$ cat config.mk
export PLATFORM = sky130hd
export DESIGN_NAME = coreboard1588_trig_regs
export DESIGN_NICKNAME = d
export VERILOG_FILES = /design/src/rtl/coreboard1588_regs_pkg.sv /design/src/rtl/coreboard1588_trig_chan_regs.sv /design/src/rtl/coreboard1588_trig_regs.sv
export SDC_FILE = /design/constraint.sdc
export NUM_CORES = 2
export LEC_CHECK = 0
export ABC_CLOCK_PERIOD_IN_PS = 4900
export BUFFER_PORTS_ARGS = -buffer_cell sky130_fd_sc_hd__buf_4
export CAP_MARGIN = 20
export CORE_UTILIZATION = 61
export DETAILED_ROUTE_END_ITERATION = 8
export HOLD_SLACK_MARGIN = 0.08
export PLACE_DENSITY = 0.91
export SLEW_MARGIN = 15
export SYNTH_ARGS = -nofsm -noshare
export SYNTH_HDL_FRONTEND = slang
export SYNTH_SLANG_ARGS = --single-unit
$ cat constraint.sdc
create_clock -name clk -period 4.9 [get_ports clk]
set_input_delay 0 -clock clk [delete_from_list [all_inputs] [get_ports clk]]
set_output_delay 0 -clock clk [all_outputs]
set_load 0.005 [all_outputs]
$ cat src/rtl/coreboard1588_regs_pkg.sv
// Shared address map, field types and constants for the Coreboard1588 register bank.
`timescale 1ns/1ps
package coreboard1588_regs_pkg;

  localparam int ADDR_PRODUCT_ID = 1;
  localparam int ADDR_SCRATCH    = 8;
  localparam int ADDR_RTC_MODE   = 16;
  localparam int ADDR_SECOND     = 17;
  localparam int ADDR_NANOSECOND = 18;
  localparam int ADDR_TIMESET    = 19;
  localparam int ADDR_TIMEGET    = 20;
  localparam int ADDR_SNAP_SEC   = 21;
  localparam int ADDR_SNAP_NS    = 22;
  localparam int ADDR_SECOND_INC = 23;
  localparam int ADDR_IRQ_STATUS = 24;
  localparam int ADDR_IRQ_MASK   = 25;
  localparam int ADDR_TRIG_BASE  = 64;
  localparam int TRIG_STRIDE     = 8;

  localparam logic [2:0] OFF_CTRL       = 3'd0;
  localparam logic [2:0] OFF_SHADOW_SEC = 3'd1;
  localparam logic [2:0] OFF_SHADOW_NS  = 3'd2;
  localparam logic [2:0] OFF_COMMIT     = 3'd3;
  localparam logic [2:0] OFF_ACTIVE_SEC = 3'd4;
  localparam logic [2:0] OFF_ACTIVE_NS  = 3'd5;
  localparam logic [2:0] OFF_FIRE_CNT   = 3'd6;

  typedef enum logic [1:0] {
    SRC_MCU = 2'b00,
    SRC_RTC = 2'b11
  } trig_src_t;

  typedef logic [1:0] trig_type_t;

  localparam logic [31:0] DEADBEEF = 32'hDEAD_BEEF;

endpackage

$ cat src/rtl/coreboard1588_trig_chan_regs.sv
// One trigger channel: ctrl fields, shadow/active compare time with commit, saturating fire counter.
`timescale 1ns/1ps
module coreboard1588_trig_chan_regs
  import coreboard1588_regs_pkg::*;
#(
  parameter int CNT_WIDTH = 16
) (
  input  logic        clk,
  input  logic        rst,
  input  logic        wr_en,
  input  logic [2:0]  wr_off,
  input  logic [31:0] wr_data,
  input  logic [2:0]  rd_off,
  output logic [31:0] rd_data,
  output logic        rd_hit,
  input  logic        fired,
  output logic        enable,
  output trig_src_t   source,
  output trig_type_t  ttype,
  output logic [31:0] act_sec,
  output logic [31:0] act_ns,
  output logic        load
);

  logic [31:0]          shadow_sec;
  logic [31:0]          shadow_ns;
  logic [CNT_WIDTH-1:0] cnt;

  always_ff @(posedge clk) begin
    if (rst) begin
      enable     <= 1'b0;
      source     <= SRC_MCU;
      ttype      <= '0;
      shadow_sec <= '0;
      shadow_ns  <= '0;
      act_sec    <= '0;
      act_ns     <= '0;
      load       <= 1'b0;
      cnt        <= '0;
    end else begin
      load <= 1'b0;
      if (wr_en) begin
        case (wr_off)
          OFF_CTRL: begin
            enable <= wr_data[0];
            source <= trig_src_t'(wr_data[2:1]);
            ttype  <= wr_data[5:4];
          end
          OFF_SHADOW_SEC: shadow_sec <= wr_data;
          OFF_SHADOW_NS:  shadow_ns  <= wr_data;
          // Both halves move together so the trigger unit never sees a torn time.
          OFF_COMMIT: if (wr_data[0]) begin
            act_sec <= shadow_sec;
            act_ns  <= shadow_ns;
            load    <= 1'b1;
          end
          default: ;
        endcase
      end
      // A clear that lands on a fire still counts that fire.
      if (wr_en && wr_off == OFF_FIRE_CNT)
        cnt <= CNT_WIDTH'(fired);
      else if (fired && cnt != '1)
        cnt <= cnt + CNT_WIDTH'(1);
    end
  end

  always_comb begin
    rd_data = '0;
    rd_hit  = 1'b1;
    case (rd_off)
      OFF_CTRL:       rd_data = {26'd0, ttype, 1'b0, source, enable};
      OFF_SHADOW_SEC: rd_data = shadow_sec;
      OFF_SHADOW_NS:  rd_data = shadow_ns;
      OFF_COMMIT:     rd_data = '0;
      OFF_ACTIVE_SEC: rd_data = act_sec;
      OFF_ACTIVE_NS:  rd_data = act_ns;
      OFF_FIRE_CNT:   rd_data = 32'(cnt);
      default:        rd_hit  = 1'b0;
    endcase
  end

endmodule

$ cat src/rtl/coreboard1588_trig_regs.sv
// Coreboard1588 RTC + NUM_TRIG trigger register bank on the up_* bus.
// Optional W1C interrupts (addresses 24/25 and irq) are enabled by COREBOARD1588_TRIG_IRQ_EN.
`timescale 1ns/1ps
module coreboard1588_trig_regs
  import coreboard1588_regs_pkg::*;
#(
  parameter int          C_ADDR_WIDTH = 10,
  parameter int          NUM_TRIG     = 4,
  parameter int          CNT_WIDTH    = 16,
  parameter logic [31:0] PRODUCT_ID   = 32'h1588_0002
) (
  input  logic                          clk,
  input  logic                          rst,
  input  logic [C_ADDR_WIDTH-1:0]       up_wr_addr,
  input  logic                          up_wr_req,
  input  logic [31:0]                   up_wr_din,
  output logic                          up_wr_ack,
  input  logic [C_ADDR_WIDTH-1:0]       up_rd_addr,
  input  logic                          up_rd_req,
  output logic [31:0]                   up_rd_dout,
  output logic                          up_rd_ack,
  output logic [31:0]                   ctrl_scratch,
  output logic                          ctrl_rtc_mode,
  output logic [31:0]                   ctrl_second,
  output logic [31:0]                   ctrl_nanosecond,
  output logic                          ctrl_timeset,
  output logic                          ctrl_timeget,
  output logic                          ctrl_second_inc,
  input  logic [31:0]                   stat_second,
  input  logic [31:0]                   stat_nanosecond,
  output logic [NUM_TRIG-1:0]           ctrl_trig_enable,
  output logic [NUM_TRIG-1:0][1:0]      ctrl_trig_source,
  output logic [NUM_TRIG-1:0][1:0]      ctrl_trig_type,
  output logic [NUM_TRIG-1:0][31:0]     ctrl_trig_second,
  output logic [NUM_TRIG-1:0][31:0]     ctrl_trig_nanosecond,
  output logic [NUM_TRIG-1:0]           ctrl_trig_load,
  input  logic [NUM_TRIG-1:0]           stat_trig_fired,
  output logic                          irq
);

  localparam int AW = C_ADDR_WIDTH;

  // Bus handshake: a req is a single-cycle pulse; its ack is that pulse delayed one
  // cycle, with read data valid alongside the ack. No back-pressure on either side.
  logic [31:0]                 snap_ns;
  logic [31:0]                 rd_next;
  logic [NUM_TRIG-1:0]         chan_wr;
  logic [NUM_TRIG-1:0]         chan_rd_sel;
  logic [NUM_TRIG-1:0]         chan_hit;
  logic [NUM_TRIG-1:0][31:0]   chan_rd_data;

  for (genvar k = 0; k < NUM_TRIG; k++) begin : g_chan
    localparam logic [AW-4:0] BLK = (AW-3)'((ADDR_TRIG_BASE + TRIG_STRIDE * k) / TRIG_STRIDE);
    trig_src_t src_k;

    assign chan_wr[k]          = up_wr_req && (up_wr_addr[AW-1:3] == BLK);
    assign chan_rd_sel[k]      = (up_rd_addr[AW-1:3] == BLK);
    assign ctrl_trig_source[k] = src_k;

    coreboard1588_trig_chan_regs #(.CNT_WIDTH(CNT_WIDTH)) u_chan (
      .clk     (clk),
      .rst     (rst),
      .wr_en   (chan_wr[k]),
      .wr_off  (up_wr_addr[2:0]),
      .wr_data (up_wr_din),
      .rd_off  (up_rd_addr[2:0]),
      .rd_data (chan_rd_data[k]),
      .rd_hit  (chan_hit[k]),
      .fired   (stat_trig_fired[k]),
      .enable  (ctrl_trig_enable[k]),
      .source  (src_k),
      .ttype   (ctrl_trig_type[k]),
      .act_sec (ctrl_trig_second[k]),
      .act_ns  (ctrl_trig_nanosecond[k]),
      .load    (ctrl_trig_load[k])
    );
  end

`ifdef COREBOARD1588_TRIG_IRQ_EN
  logic [NUM_TRIG-1:0] irq_status, irq_status_nxt;
  logic [NUM_TRIG-1:0] irq_mask, irq_mask_nxt;

  // New fires win over a same-cycle clear so no event is lost.
  always_comb begin
    irq_status_nxt = irq_status;
    irq_mask_nxt   = irq_mask;
    if (up_wr_req && up_wr_addr == AW'(ADDR_IRQ_STATUS))
      irq_status_nxt = irq_status_nxt & ~up_wr_din[NUM_TRIG-1:0];
    irq_status_nxt = irq_status_nxt | stat_trig_fired;
    if (up_wr_req && up_wr_addr == AW'(ADDR_IRQ_MASK))
      irq_mask_nxt = up_wr_din[NUM_TRIG-1:0];
  end

  always_ff @(posedge clk) begin
    if (rst) begin
      irq_status <= '0;
      irq_mask   <= '0;
      irq        <= 1'b0;
    end else begin
      irq_status <= irq_status_nxt;
      irq_mask   <= irq_mask_nxt;
      irq        <= |(irq_status_nxt & irq_mask_nxt);
    end
  end
`else
  assign irq = 1'b0;
`endif

  always_comb begin
    rd_next = DEADBEEF;
    case (up_rd_addr)
      AW'(ADDR_PRODUCT_ID): rd_next = PRODUCT_ID;
      AW'(ADDR_SCRATCH):    rd_next = ctrl_scratch;
      AW'(ADDR_RTC_MODE):   rd_next = {31'd0, ctrl_rtc_mode};
      AW'(ADDR_SECOND):     rd_next = ctrl_second;
      AW'(ADDR_NANOSECOND): rd_next = ctrl_nanosecond;
      AW'(ADDR_TIMESET),
      AW'(ADDR_TIMEGET),
      AW'(ADDR_SECOND_INC): rd_next = '0;
      AW'(ADDR_SNAP_SEC):   rd_next = stat_second;
      AW'(ADDR_SNAP_NS):    rd_next = snap_ns;
`ifdef COREBOARD1588_TRIG_IRQ_EN
      AW'(ADDR_IRQ_STATUS): rd_next = 32'(irq_status);
      AW'(ADDR_IRQ_MASK):   rd_next = 32'(irq_mask);
`endif
      default: ;
    endcase
    for (int k = 0; k < NUM_TRIG; k++)
      if (chan_rd_sel[k] && chan_hit[k]) rd_next = chan_rd_data[k];
  end

  always_ff @(posedge clk) begin
    if (rst) begin
      up_wr_ack       <= 1'b0;
      up_rd_ack       <= 1'b0;
      up_rd_dout      <= '0;
      ctrl_scratch    <= '0;
      ctrl_rtc_mode   <= 1'b0;
      ctrl_second     <= '0;
      ctrl_nanosecond <= '0;
      ctrl_timeset    <= 1'b0;
      ctrl_timeget    <= 1'b0;
      ctrl_second_inc <= 1'b0;
      snap_ns         <= '0;
    end else begin
      up_wr_ack       <= up_wr_req;
      up_rd_ack       <= up_rd_req;
      ctrl_timeset    <= up_wr_req && up_wr_addr == AW'(ADDR_TIMESET)    && up_wr_din[0];
      ctrl_timeget    <= up_wr_req && up_wr_addr == AW'(ADDR_TIMEGET)    && up_wr_din[0];
      ctrl_second_inc <= up_wr_req && up_wr_addr == AW'(ADDR_SECOND_INC) && up_wr_din[0];
      if (up_wr_req) begin
        case (up_wr_addr)
          AW'(ADDR_SCRATCH):    ctrl_scratch    <= up_wr_din;
          AW'(ADDR_RTC_MODE):   ctrl_rtc_mode   <= up_wr_din[0];
          AW'(ADDR_SECOND):     ctrl_second     <= up_wr_din;
          AW'(ADDR_NANOSECOND): ctrl_nanosecond <= up_wr_din;
          default: ;
        endcase
      end
      // Capturing ns on the seconds read makes the following ns read coherent with it.
      if (up_rd_req) begin
        up_rd_dout <= rd_next;
        if (up_rd_addr == AW'(ADDR_SNAP_SEC)) snap_ns <= stat_nanosecond;
      end
    end
  end

endmodule

==> metrics <==
result of the run complete, no violations; register clock-pin slew on the reported worst setup and hold paths 0.06 ns; via count of the first global-routing pass 35100; Root Buffer sky130_fd_sc_hd__clkbuf_16; Tightest Pin Transition 1.30 ns; H-tree levels 3; Hold Path Class primary input to flip-flop; largest net degree at the start of global routing 142; nature of the critical path endpoint flip-flop; count of cells resized by post-cts repair 0; critical path's largest stage delay 0.98 ns; total routing resource utilization after global routing 0.506; later-pin clock latency in the skew report 0.65 ns; highest net fanout along the worst path 44; hold violation total from the final report 0; leakage power total 14.6 nW; #FFs+latches synth 766; # hold bufs at CTS 93; area added between synthesis and finish 22.1%; Synth async-reset ratio 0; maximum count of clock buffers along a single path 3; Placed Instances 5401; antenna violations before repair 3; violation count after the first detailed-routing iteration 7150; peak supply drop 0.267 mV; Critical Path AT 4.00 ns; synthesized area per cell 7.62 sq um; number of buffers inserted during clock tree synthesis 77; origin of the critical flop-to-flop path g_chan[1].u_chan.cnt[6]; nets in the synthesized netlist 4582; EDFF count, synth 0; Max Freq 289 MHz; final wirelength 148000 microns; ratio of routed vias to standard cells 6.73; detailed-route DRC error count 0; required time worst endpoint 5.44 ns; width of the die 238 microns; Reg2Reg Setup Slack 1.84 ns; count of warnings emitted by yosys 0; aggregate global routing overflow 0; critical register-to-register path endpoint g_chan[1].u_chan.cnt[0]; Core Area 55100 sq um; share of the synthesized area in the top cell type 0.452; category of the worst setup path launch point primary input; Slew headroom 0.134; cell family contributing the most delay on the critical path compound AO/OA/AOI/OAI gates; count of TritonRoute iterations in the first routing pass 7; count of pins over their slew limit 0; R2R depth 6; Seq/Total Area, Yosys 0.452; Syn Inst Count 4454; PD cells 320 nW/um^2; effective utilization at floorplan 0.616; unrepaired setup endpoints after global routing no; leading cell types in the layout, fill and taps excluded sky130_fd_sc_hd__nand2_1, sky130_fd_sc_hd__a21oi_1, sky130_fd_sc_hd__dfxtp_1, sky130_fd_sc_hd__buf_4, sky130_fd_sc_hd__nor2_1; top flip-flop cell by instance count after synthesis sky130_fd_sc_hd__dfxtp_1; Cell Count, Final, Fillers Out 5633; top post-synthesis cells by area sky130_fd_sc_hd__dfxtp_1, sky130_fd_sc_hd__nand2_1, sky130_fd_sc_hd__a21oi_1, sky130_fd_sc_hd__mux2i_1, sky130_fd_sc_hd__a22oi_1; Worst Hold End up_rd_dout[30]; final total power 0.0133 W; io pins 539; Post-Route Setup TNS 0 ns; final-stage net count 4955; Hold Crit Depth 5; Vert. Die Dim 238 microns; Yosys cell types 75; Setup Viol. Count Final 0; first-pass GRT wire length 217000 microns; average detailed-routed wire length per instance 26.3 microns; cell with the biggest individual delay on the critical path sky130_fd_sc_hd__a21oi_2; hold path startpoint stat_second[30]; mapped cell area 34000 sq um; leading cell type in the layout, fill and taps excluded sky130_fd_sc_hd__nand2_1; dpl hpwl 94600 microns; weighted congestion at the end of routability-driven global placement 1.03; sequence of cells on the critical path buf_4, nor2_1, nand3_1, a21oi_2, nand2_1, o21ai_0, a41oi_1, dlygate4sd3_1; Setup Buffers After CTS 0; Die ar. 56600 sq um; final critical delay including setup and external delays 3.46 ns; worst hold margin 0.121 ns; via count 37900; Antenna Nets Post-Route 0; proportion of layout cells with a drive suffix above 1 0.164; number of violations of the max-capacitance limit 0; Clock Sinks 766; CTS tree yes; Core Rows 86; cell accounting for the most synthesized area sky130_fd_sc_hd__dfxtp_1; class of the most critical setup path primary input to flip-flop; maximum clock skew at final layout 0.0288 ns; number of buffers added on ports 537; Final Cycle Share 0.706; worst path buffer plus inverter count 2
==> final cells by class <==
cell class,count,area (sq um)
Sequential cell,766,15300
Clock inverter,25,333
Antenna cell,3,7.51
Clock buffer,109,2260
Inverter,14,52.6
Timing Repair Buffer,684,5460
Tap cell,748,936
Fill cell,3919,13600
Multi-Input combinational cell,3284,17100
==> how the worst max path moves through the flow <==
stage | start | endpoint | slack, ns | cells past startpoint
after detailed placement | up_rd_addr[0] | up_rd_dout[11] | 1.58 | 7
after floorplan | g_chan[1].u_chan.cnt[6] | g_chan[1].u_chan.cnt[4] | 2.98 | 6
after global routing | up_rd_addr[0] | up_rd_dout[12] | 1.45 | 8
final | up_rd_addr[0] | up_rd_dout[12] | 1.44 | 8
after global placement | up_rd_addr[0] | up_rd_dout[11] | 1.58 | 7
after CTS | up_rd_addr[6] | up_rd_dout[31] | 1.76 | 8
==> Yosys cell counts, drive strengths merged (8+ instances only) <==
| master | count |
|---|---|
| a211oi | 8 |
| a21oi | 769 |
| a221oi | 33 |
| a22o | 19 |
| a22oi | 133 |
| a311oi | 16 |
| a32oi | 9 |
| a41oi | 9 |
| and3 | 21 |
| and4 | 11 |
| buf | 135 |
| clkbuf | 255 |
| dfxtp | 766 |
| inv | 11 |
| mux2 | 30 |
| mux2i | 134 |
| nand2 | 1453 |
| nand2b | 13 |
| nand3 | 26 |
| nand3b | 14 |
| nand4 | 17 |
| nor2 | 183 |
| nor2b | 12 |
| nor3 | 38 |
| nor4 | 8 |
| o21ai | 82 |
| o21bai | 11 |
| o221ai | 21 |
| o22ai | 58 |
| xnor2 | 37 |
| xor2 | 18 |
==> cell families after synthesis <==
family	after synthesis	share of synthesized area
and+or+nand+nor	1831	0.219
AOI/OAI and AO/OA	1225	0.211
DFF	766	0.452
buffers and inverters	404	0.0505
muxes	168	0.0521
xor gates and xnor gates	55	0.0142
adders and majority gates	4	0.00147
other	1	0.000110
==> state kept, by name, summed over array words and instances, names as in the netlist, 4 cells and up <==
register / flops
g_chan.u_chan.shadow_ns: 128
ctrl_nanosecond: 32
g_chan.u_chan.cnt: 64
g_chan.u_chan.act_sec: 128
up_rd_dout: 32
g_chan.u_chan.act_ns: 128
g_chan.u_chan.load: 4
snap_ns: 32
g_chan.u_chan.enable: 4
g_chan.u_chan.ttype: 8
g_chan.u_chan.shadow_sec: 128
g_chan.u_chan.source: 8
ctrl_scratch: 32
ctrl_second: 32
==> where the power goes <==
group          switching (W)  total, W  leakage, nW  internal [W]
combinational       0.000571  0.000824         7.17      0.000252
clock                0.00258   0.00616         1.28       0.00358
sequential         0.0000407   0.00629         6.18       0.00625
==> worst register-to-register path, delay by kind of cell (launching register included) <==
kind,cells,cell delay [ns]
AOI/OAI and AO/OA,3,0.65
and+or+nand+nor,2,1.28
DFF,1,0.50
buffers and inverters,1,0.58
==> through the flow <==
stage / setup WS, ns / utilization / instance area, sq um
2_1_floorplan: 2.98 / - / 34000
3_3_place_gp: 1.58 / 0.688 / 37900
3_5_place_dp: 1.58 / 0.688 / 37900
4_1_cts: 1.76 / 0.752 / 41400
5_1_grt: 1.45 / 0.752 / 41400
6_report: 1.44 / 0.752 / 41400
==> layer usage <==
metal	vias to the layer above	wire length (microns)	GRT usage
li1	16000	-	-
met1	17200	47900	0.593
met2	3670	60300	0.731
met3	1128	23300	0.182
met4	4	16600	0.437
met5	-	19	0.00433
No activity file was read; power rests on OpenSTA's default activity.
